[config.mk]
export PLATFORM = sky130hd
export DESIGN_NAME = rl_queue_1r1w
export DESIGN_NICKNAME = d
export VERILOG_FILES = /design/src/rtl/rl_queue_1r1w_pkg.sv /design/src/rtl/rl_ram_1r1w.sv /design/src/rtl/rl_queue_1r1w.sv
export SDC_FILE = /design/constraint.sdc
export NUM_CORES = 1
export LEC_CHECK = 0
export ABC_AREA = 1
export ABC_CLOCK_PERIOD_IN_PS = 3200
export BUFFER_PORTS_ARGS = -buffer_cell sky130_fd_sc_hd__buf_2
export CAP_MARGIN = 30
export CORE_ASPECT_RATIO = 2
export CORE_UTILIZATION = 45
export DETAILED_ROUTE_END_ITERATION = 16
export PLACE_DENSITY_LB_ADDON = 0.2
export REMOVE_ABC_BUFFERS = 1
export SETUP_SLACK_MARGIN = 0.2
export SLEW_MARGIN = 10
export SYNTH_ARGS = -nofsm -noshare
export SYNTH_HDL_FRONTEND = slang
export SYNTH_SLANG_ARGS = --single-unit
export TNS_END_PERCENT = 10
[constraint.sdc]
create_clock -name clk_i -period 3.2 [get_ports clk_i]
set_input_delay 0.64 -clock clk_i [delete_from_list [all_inputs] [get_ports clk_i]]
set_output_delay 0.64 -clock clk_i [all_outputs]
set_load 0.01 [all_outputs]
[src/rtl/rl_queue_1r1w_pkg.sv]
// Shared constants and helpers for the 1R1W first-word-fall-through queue.
package rl_queue_1r1w_pkg;

    localparam int unsigned OB_DEPTH = 2;

    function automatic int unsigned be_width(input int unsigned bits);
        return (bits + 32'd7) / 32'd8;
    endfunction

endpackage

[src/rtl/rl_ram_1r1w.sv]
// One-read one-write RAM wrapper with a registered read port (1-cycle latency).
module rl_ram_1r1w
    import rl_queue_1r1w_pkg::*;
#(
    parameter int unsigned ABITS         = 4,
    parameter int unsigned DBITS         = 32,
    parameter string       TECHNOLOGY    = "GENERIC",
    parameter string       RW_CONTENTION = "DONT_CARE"
) (
    input  logic                         clk_i,
    input  logic                         rst_ni,
    input  logic                         we_i,
    input  logic [ABITS-1:0]             waddr_i,
    input  logic [DBITS-1:0]             wdata_i,
    input  logic [be_width(DBITS)-1:0]   be_i,
    input  logic                         re_i,
    input  logic [ABITS-1:0]             raddr_i,
    output logic [DBITS-1:0]             rdata_o
);

    localparam int unsigned DEPTH = 2 ** ABITS;
    // Generic flop model holds read data between reads; macro models refresh every cycle.
    localparam bit HOLD_RDATA = (TECHNOLOGY == "GENERIC");

    logic [DBITS-1:0] mem_q [DEPTH];
    logic [DBITS-1:0] wmask;
    logic [DBITS-1:0] rdata_d;
    logic [DBITS-1:0] rdata_q;

    always_comb begin
        wmask = '0;
        for (int i = 0; i < int'(DBITS); i++) begin
            wmask[i] = be_i[i / 8];
        end
    end

    always_ff @(posedge clk_i) begin
        if (we_i) begin
            mem_q[waddr_i] <= (mem_q[waddr_i] & ~wmask) | (wdata_i & wmask);
        end
    end

    generate
        if (RW_CONTENTION == "WRITE_FIRST") begin : g_write_first
            always_comb begin
                rdata_d = mem_q[raddr_i];
                if (we_i && (waddr_i == raddr_i)) begin
                    rdata_d = (mem_q[raddr_i] & ~wmask) | (wdata_i & wmask);
                end
            end
        end else begin : g_read_old
            always_comb begin
                rdata_d = mem_q[raddr_i];
            end
        end
    endgenerate

    always_ff @(posedge clk_i) begin
        if (!rst_ni) begin
            rdata_q <= '0;
        end else if (re_i || !HOLD_RDATA) begin
            rdata_q <= rdata_d;
        end
    end

    assign rdata_o = rdata_q;

endmodule

[src/rtl/rl_queue_1r1w.sv]
// FWFT valid/ready queue over a 1R1W RAM; a 2-entry output buffer hides the
// RAM read latency so the queue streams one word per cycle.
module rl_queue_1r1w
    import rl_queue_1r1w_pkg::*;
#(
    parameter int unsigned AW           = 4,
    parameter int unsigned DW           = 32,
    parameter int unsigned AFULL_THRESH = 2 ** AW,
    parameter string       TECHNOLOGY   = "GENERIC"
) (
    input  logic            clk_i,
    input  logic            rst_i,
    input  logic            flush_i,
    input  logic            wr_valid_i,
    output logic            wr_ready_o,
    input  logic [DW-1:0]   wr_data_i,
    output logic            rd_valid_o,
    input  logic            rd_ready_i,
    output logic [DW-1:0]   rd_data_o,
    output logic [AW+1:0]   count_o,
    output logic            almost_full_o
);

    localparam int unsigned DEPTH = 2 ** AW;
    localparam int unsigned CNT_W = AW + 2;
    localparam int unsigned PW    = AW + 1;
    localparam int unsigned BE_W  = be_width(DW);

    logic [PW-1:0]    wptr_q, wptr_d;
    logic [PW-1:0]    rptr_q, rptr_d;
    logic [PW-1:0]    ram_cnt;
    logic             rd_inflight_q, rd_inflight_d;
    logic [1:0]       ob_cnt_q, ob_cnt_d;
    logic             ob_head_q, ob_head_d;
    logic [DW-1:0]    ob_mem_q [OB_DEPTH];
    logic [DW-1:0]    ob_mem_d [OB_DEPTH];
    logic [DW-1:0]    rd_data_q, rd_data_d;
    logic             rd_valid_q, rd_valid_d;
    logic             wr_ready_q, wr_ready_d;
    logic             afull_q, afull_d;
    logic [CNT_W-1:0] count_q, count_d;

    logic             push;
    logic             pop;
    logic             issue;
    logic [2:0]       occ;
    logic             ob_wr_idx;
    logic [DW-1:0]    ram_rdata;

    // Pointer/credit control, output buffer and status next-state.
    always_comb begin
        ram_cnt   = wptr_q - rptr_q;
        push      = wr_valid_i & wr_ready_q;
        pop       = rd_valid_q & rd_ready_i;
        occ       = 3'(ob_cnt_q) + 3'(rd_inflight_q) - 3'(pop);
        issue     = (ram_cnt != '0) && (occ < 3'd2);
        ob_wr_idx = ob_head_q ^ ob_cnt_q[0];

        wptr_d        = wptr_q + PW'(push);
        rptr_d        = rptr_q + PW'(issue);
        rd_inflight_d = issue;
        ob_mem_d      = ob_mem_q;
        if (rd_inflight_q) begin
            ob_mem_d[ob_wr_idx] = ram_rdata;
        end
        ob_head_d = ob_head_q ^ pop;
        ob_cnt_d  = ob_cnt_q + 2'(rd_inflight_q) - 2'(pop);
        count_d   = count_q + CNT_W'(push) - CNT_W'(pop);

        if (flush_i) begin
            wptr_d        = '0;
            rptr_d        = '0;
            rd_inflight_d = 1'b0;
            ob_cnt_d      = '0;
            ob_head_d     = 1'b0;
            count_d       = '0;
            ob_mem_d      = '{default: '0};
        end

        rd_valid_d = (ob_cnt_d != '0);
        rd_data_d  = ob_mem_d[ob_head_d];
        wr_ready_d = (PW'(wptr_d - rptr_d) != PW'(DEPTH));
        afull_d    = (32'(count_d) >= AFULL_THRESH);
    end

    always_ff @(posedge clk_i) begin
        if (rst_i) begin
            wptr_q        <= '0;
            rptr_q        <= '0;
            rd_inflight_q <= 1'b0;
            ob_cnt_q      <= '0;
            ob_head_q     <= 1'b0;
            ob_mem_q      <= '{default: '0};
            rd_data_q     <= '0;
            rd_valid_q    <= 1'b0;
            wr_ready_q    <= 1'b1;
            afull_q       <= 1'b0;
            count_q       <= '0;
        end else begin
            wptr_q        <= wptr_d;
            rptr_q        <= rptr_d;
            rd_inflight_q <= rd_inflight_d;
            ob_cnt_q      <= ob_cnt_d;
            ob_head_q     <= ob_head_d;
            ob_mem_q      <= ob_mem_d;
            rd_data_q     <= rd_data_d;
            rd_valid_q    <= rd_valid_d;
            wr_ready_q    <= wr_ready_d;
            afull_q       <= afull_d;
            count_q       <= count_d;
        end
    end

    // Reads only target written-but-unread slots, so read/write contention never matters.
    rl_ram_1r1w #(
        .ABITS        (AW),
        .DBITS        (DW),
        .TECHNOLOGY   (TECHNOLOGY),
        .RW_CONTENTION("DONT_CARE")
    ) u_ram (
        .clk_i  (clk_i),
        .rst_ni (~rst_i),
        .we_i   (push & ~flush_i),
        .waddr_i(wptr_q[AW-1:0]),
        .wdata_i(wr_data_i),
        .be_i   ({BE_W{1'b1}}),
        .re_i   (issue & ~flush_i),
        .raddr_i(rptr_q[AW-1:0]),
        .rdata_o(ram_rdata)
    );

    assign wr_ready_o    = wr_ready_q;
    assign rd_valid_o    = rd_valid_q;
    assign rd_data_o     = rd_data_q;
    assign count_o       = count_q;
    assign almost_full_o = afull_q;

endmodule

==> results by group <==
Outcome
  – Run status: finished, final reports clean

Cells and area
  – Finished Core Util: 0.5141
  – Area grow syn2layout: 13.09%
  – Fin area: just over 30000 sq um
  – Share of cells above drive strength 1: 0.1086
  – Area of the multi-input gates: 7216 sq um
  – Layout Nets: approximately 2700
  – Fill count: 5155
  – Register area: between 15000 and 20000 sq um

Place
  – Area after DPL: roughly 28000 sq um
  – Hpwl dp: 34400 um
  – IO buf count: 77
  – Gpl congestion: ~0.76

Timing
  – Hold Vio Cnt, Final: 0
  – Worst-margin pin slew: ~1000 ps
  – Setup-failing EPs final: 0
  – Max-Slew Margin vs Limit: 0.3477
  – Period minus WS final: ~3200 ps
  – Fmax: 316.4 MHz
  – Slew Limit Fails: 0
  – Clock skew: between 20 and 25 ps
  – RSZ-0062 raised after global routing: true
  – Tcrit/Tclk final: 0.9876

Power
  – P_sw: 4.110 mW
  – Switch share: 0.2287
  – Seq pwr share: 0.526
  – Int Power: roughly 14 mW
  – Pleak: between 10 and 15 nW
  – Comb power frac: 0.080
  – Peak supply drop: ~450 uV
  – Power per cell area: approximately 590 nW/um^2
  – Part of the power in the clock network: 0.394

Synth
  – Sequential share of the synthesized area: 0.6864
  – Post-synthesis async set-or-reset flop share: 0
  – Synth Register Bits: between 600 and 700
  – Number of distinct library cells after synthesis: 35
  – Post-synth EDFFs: a little over 500
  – Synth Flop Type: edfxtp_1
  – Mapped Area: ~27000 sq um
  – Avg Inst Size Synth: 10.51 sq um
  – Yosys warnings: 0
  – Syn Inst Count: 2551

Critical path
  – WS Path Type: reg -> reg
  – Worst EP arrival: around 3700 ps
  – CP Max Fanout: 3
  – CP endpoint kind: flip-flop
  – Worst Setup SP: rd_valid_o
  – Startpoint Class: flip-flop
  – R2r startpoint: rd_valid_o
  – Crit path required time: 3700 ps

Clock network
  – Clock slew at reported path FFs: roughly 70 ps
  – Root Driver: clkbuf_16
  – CTS tree: done
  – H-Tree Depth: 2
  – Clock tree sinks: ~660
  – CTS Buffer Depth: 3
  – CTS buffer count: between 50 and 60
  – Worst-Skew Late Latency: about 610 ps

Detailed routing
  – Routed WL: roughly 66000 um
  – Routed len/inst: slightly below 20 um
  – Vias per cell: 5.301
  – Drt initial violations: 1442
  – ANT nets after route: 0
  – Via count: ~18000
  – # DRC: 0
  – DR pass1 iterations: 5

Global route
  – Met1 Usage GRT: 0.2554
  – Routing usage on met2: 0.3951
  – GR Util met3: 0.02475
  – First-pass GRT wire length: around 100000 um
  – GRT Util Overall: 0.2160
  – Largest net degree at the start of global routing: 153
  – Most Used Layer, Global Route: met2
  – Initial antenna violation count: 6
  – Grt total ovfl: 0
  – Vias in the first global route: 17400

Worst hold path
  – Hold WC Path Type: in -> reg
  – Min-delay src: wr_data_i[17]

Floorplan
  – Die ar.: just over 60000 sq um
  – Initial Utilization: 0.4546
  – Width of the die: approximately 170 um
  – Ports: 78
  – Total core area: about 59000 sq um
  – Die height: roughly 350 um
  – Num rows: 126

Job
  – Max-Cap Viols: 0
layout by cell type (no fill, tap or decap), types with 3 or more instances in the layout:
cell type,n
bufinv_16,7
inv_1,167
nand2_4,3
buf_4,34
edfxtp_1,512
buf_2,77
a211oi_2,7
nand2_2,4
nand2_1,392
a21oi_1,21
clkbuf_1,5
o211ai_1,32
o21ai_1,121
nor2_4,19
a211oi_1,12
o21ai_0,122
clkbuf_16,57
dfxtp_1,145
buf_16,3
inv_2,5
ha_1,14
buf_12,22
clkinv_2,11
nand3_1,207
dfxtp_2,4
nor2_1,589
clkbuf_8,9
clkinv_1,5
Yosys cell counts (3+ instances only):
master	number	area (sq um)
a211oi_1	12	90.09
a211oi_2	7	87.58
a21oi_1	23	115.1
buf_1	15	56.30
buf_2	70	350.3
buf_4	27	202.7
buf_6	4	45.04
clkbuf_1	28	105.1
dfxtp_1	151	3023
edfxtp_1	512	15370
ha_1	18	225.2
inv_1	167	626.9
nand2_1	397	1490
nand3_1	209	1046
nor2_1	607	2278
o211ai_1	32	240.2
o21ai_0	124	620.6
o21ai_1	120	600.6
xnor2_1	3	26.28
per-layer routing:
metal	routed length, um	up-vias
met5	18	-
met4	2307	4
li1	-	8650
met2	34460	583
met1	25740	8689
met3	3304	161
per-stage QoR:
stage	hold WS, ps	setup WS (ps)	TNS, ps	instances	total power, mW
after floorplan	419.5	-5311	-196710	2405	10.59
after global placement	428.6	-489.9	-489.9	3302	11.00
after detailed placement	436.0	-557.3	-557.3	3304	11.04
after CTS	361.2	73.82	0	3410	18.09
after global routing	391.3	-149.0	-149.0	3412	18.59
final	386.3	39.63	0	3412	17.97
kinds of logic (layout without fill, tap and decap cells):
| group | Yosys count | in the layout | synth area share |
|---|---|---|---|
| adder cells (fa/ha/maj) | 20 | 20 | 0.009896 |
| other | 0 | 1 | 0 |
| XOR/XNOR | 5 | 5 | 0.001634 |
| buffers and inverters | 317 | 409 | 0.05284 |
| AO/OA/AOI/OAI | 321 | 321 | 0.06633 |
| flip-flops | 663 | 663 | 0.6864 |
| AND/OR/NAND/NOR | 1225 | 1225 | 0.1829 |
sequential cells by signal, indices dropped and copies added (netlist names):
signal,flops
rd_valid_o,1
wr_ready_o,1
ob_cnt_q,2
u_ram.rdata_o,32
ob_mem_q,64
rd_data_o,32
u_ram.mem_q,512
ob_head_q,1
rptr_q,5
count_o,6
wptr_q,5
rd_inflight_q,1
almost_full_o,1
repair_timing:
| item | in CTS | in global routing |
|---|---|---|
| hold buffers | 0 | 0 |
| gates resized for setup | 23 | 6 |
| endpoints found under the setup margin | 1 | 1 |
| buffers inserted | 4 | 0 |
| pin swaps | 19 | 7 |
cell type report:
cell class | count | share of cell area
inverter | 171 | 0.02142
antenna | 1 | 0.00008255
clock buffer | 71 | 0.05176
multi-input combinational | 1571 | 0.2380
timing repair buffer | 136 | 0.03839
sequential | 663 | 0.6073
tap | 768 | 0.03170
clock inverter | 31 | 0.01127
critical path, stage by stage, from the launching register on:
cell	delay, ps
dfxtp_2	340
nand2_4	70
xor2_2	140
ha_2	190
inv_2	40
fa_2	540
nand2_2	70
nor2_4	80
a21boi_2	170
ha_2	220
ha_4	150
a21oi_2	60
o21ai_2	120
ha_1	300
nand2_1	120
nand2_2	90
xor2_1	170
nor2_1	110
nand3_1	80
power by group through the flow:
stage | Sequential [mW] | Clock (mW) | Combinational (mW)
floorplan | 9.74 | 0 | 0.846
global placement | 9.64 | 0 | 1.36
detailed placement | 9.64 | 0 | 1.40
CTS | 9.45 | 7.21 | 1.43
global route | 9.46 | 7.51 | 1.62
finish | 9.45 | 7.09 | 1.43
worst paths after layout:
kind / end / slack (ps) / cells past startpoint
min reg2reg: ob_mem_q[52] / 440 / 2
max: wr_ready_o / 40 / 18
min: u_ram.mem_q[6][17] / 390 / 1
max reg2reg: wr_ready_o / 40 / 18
(Power assumes the default switching activity.)
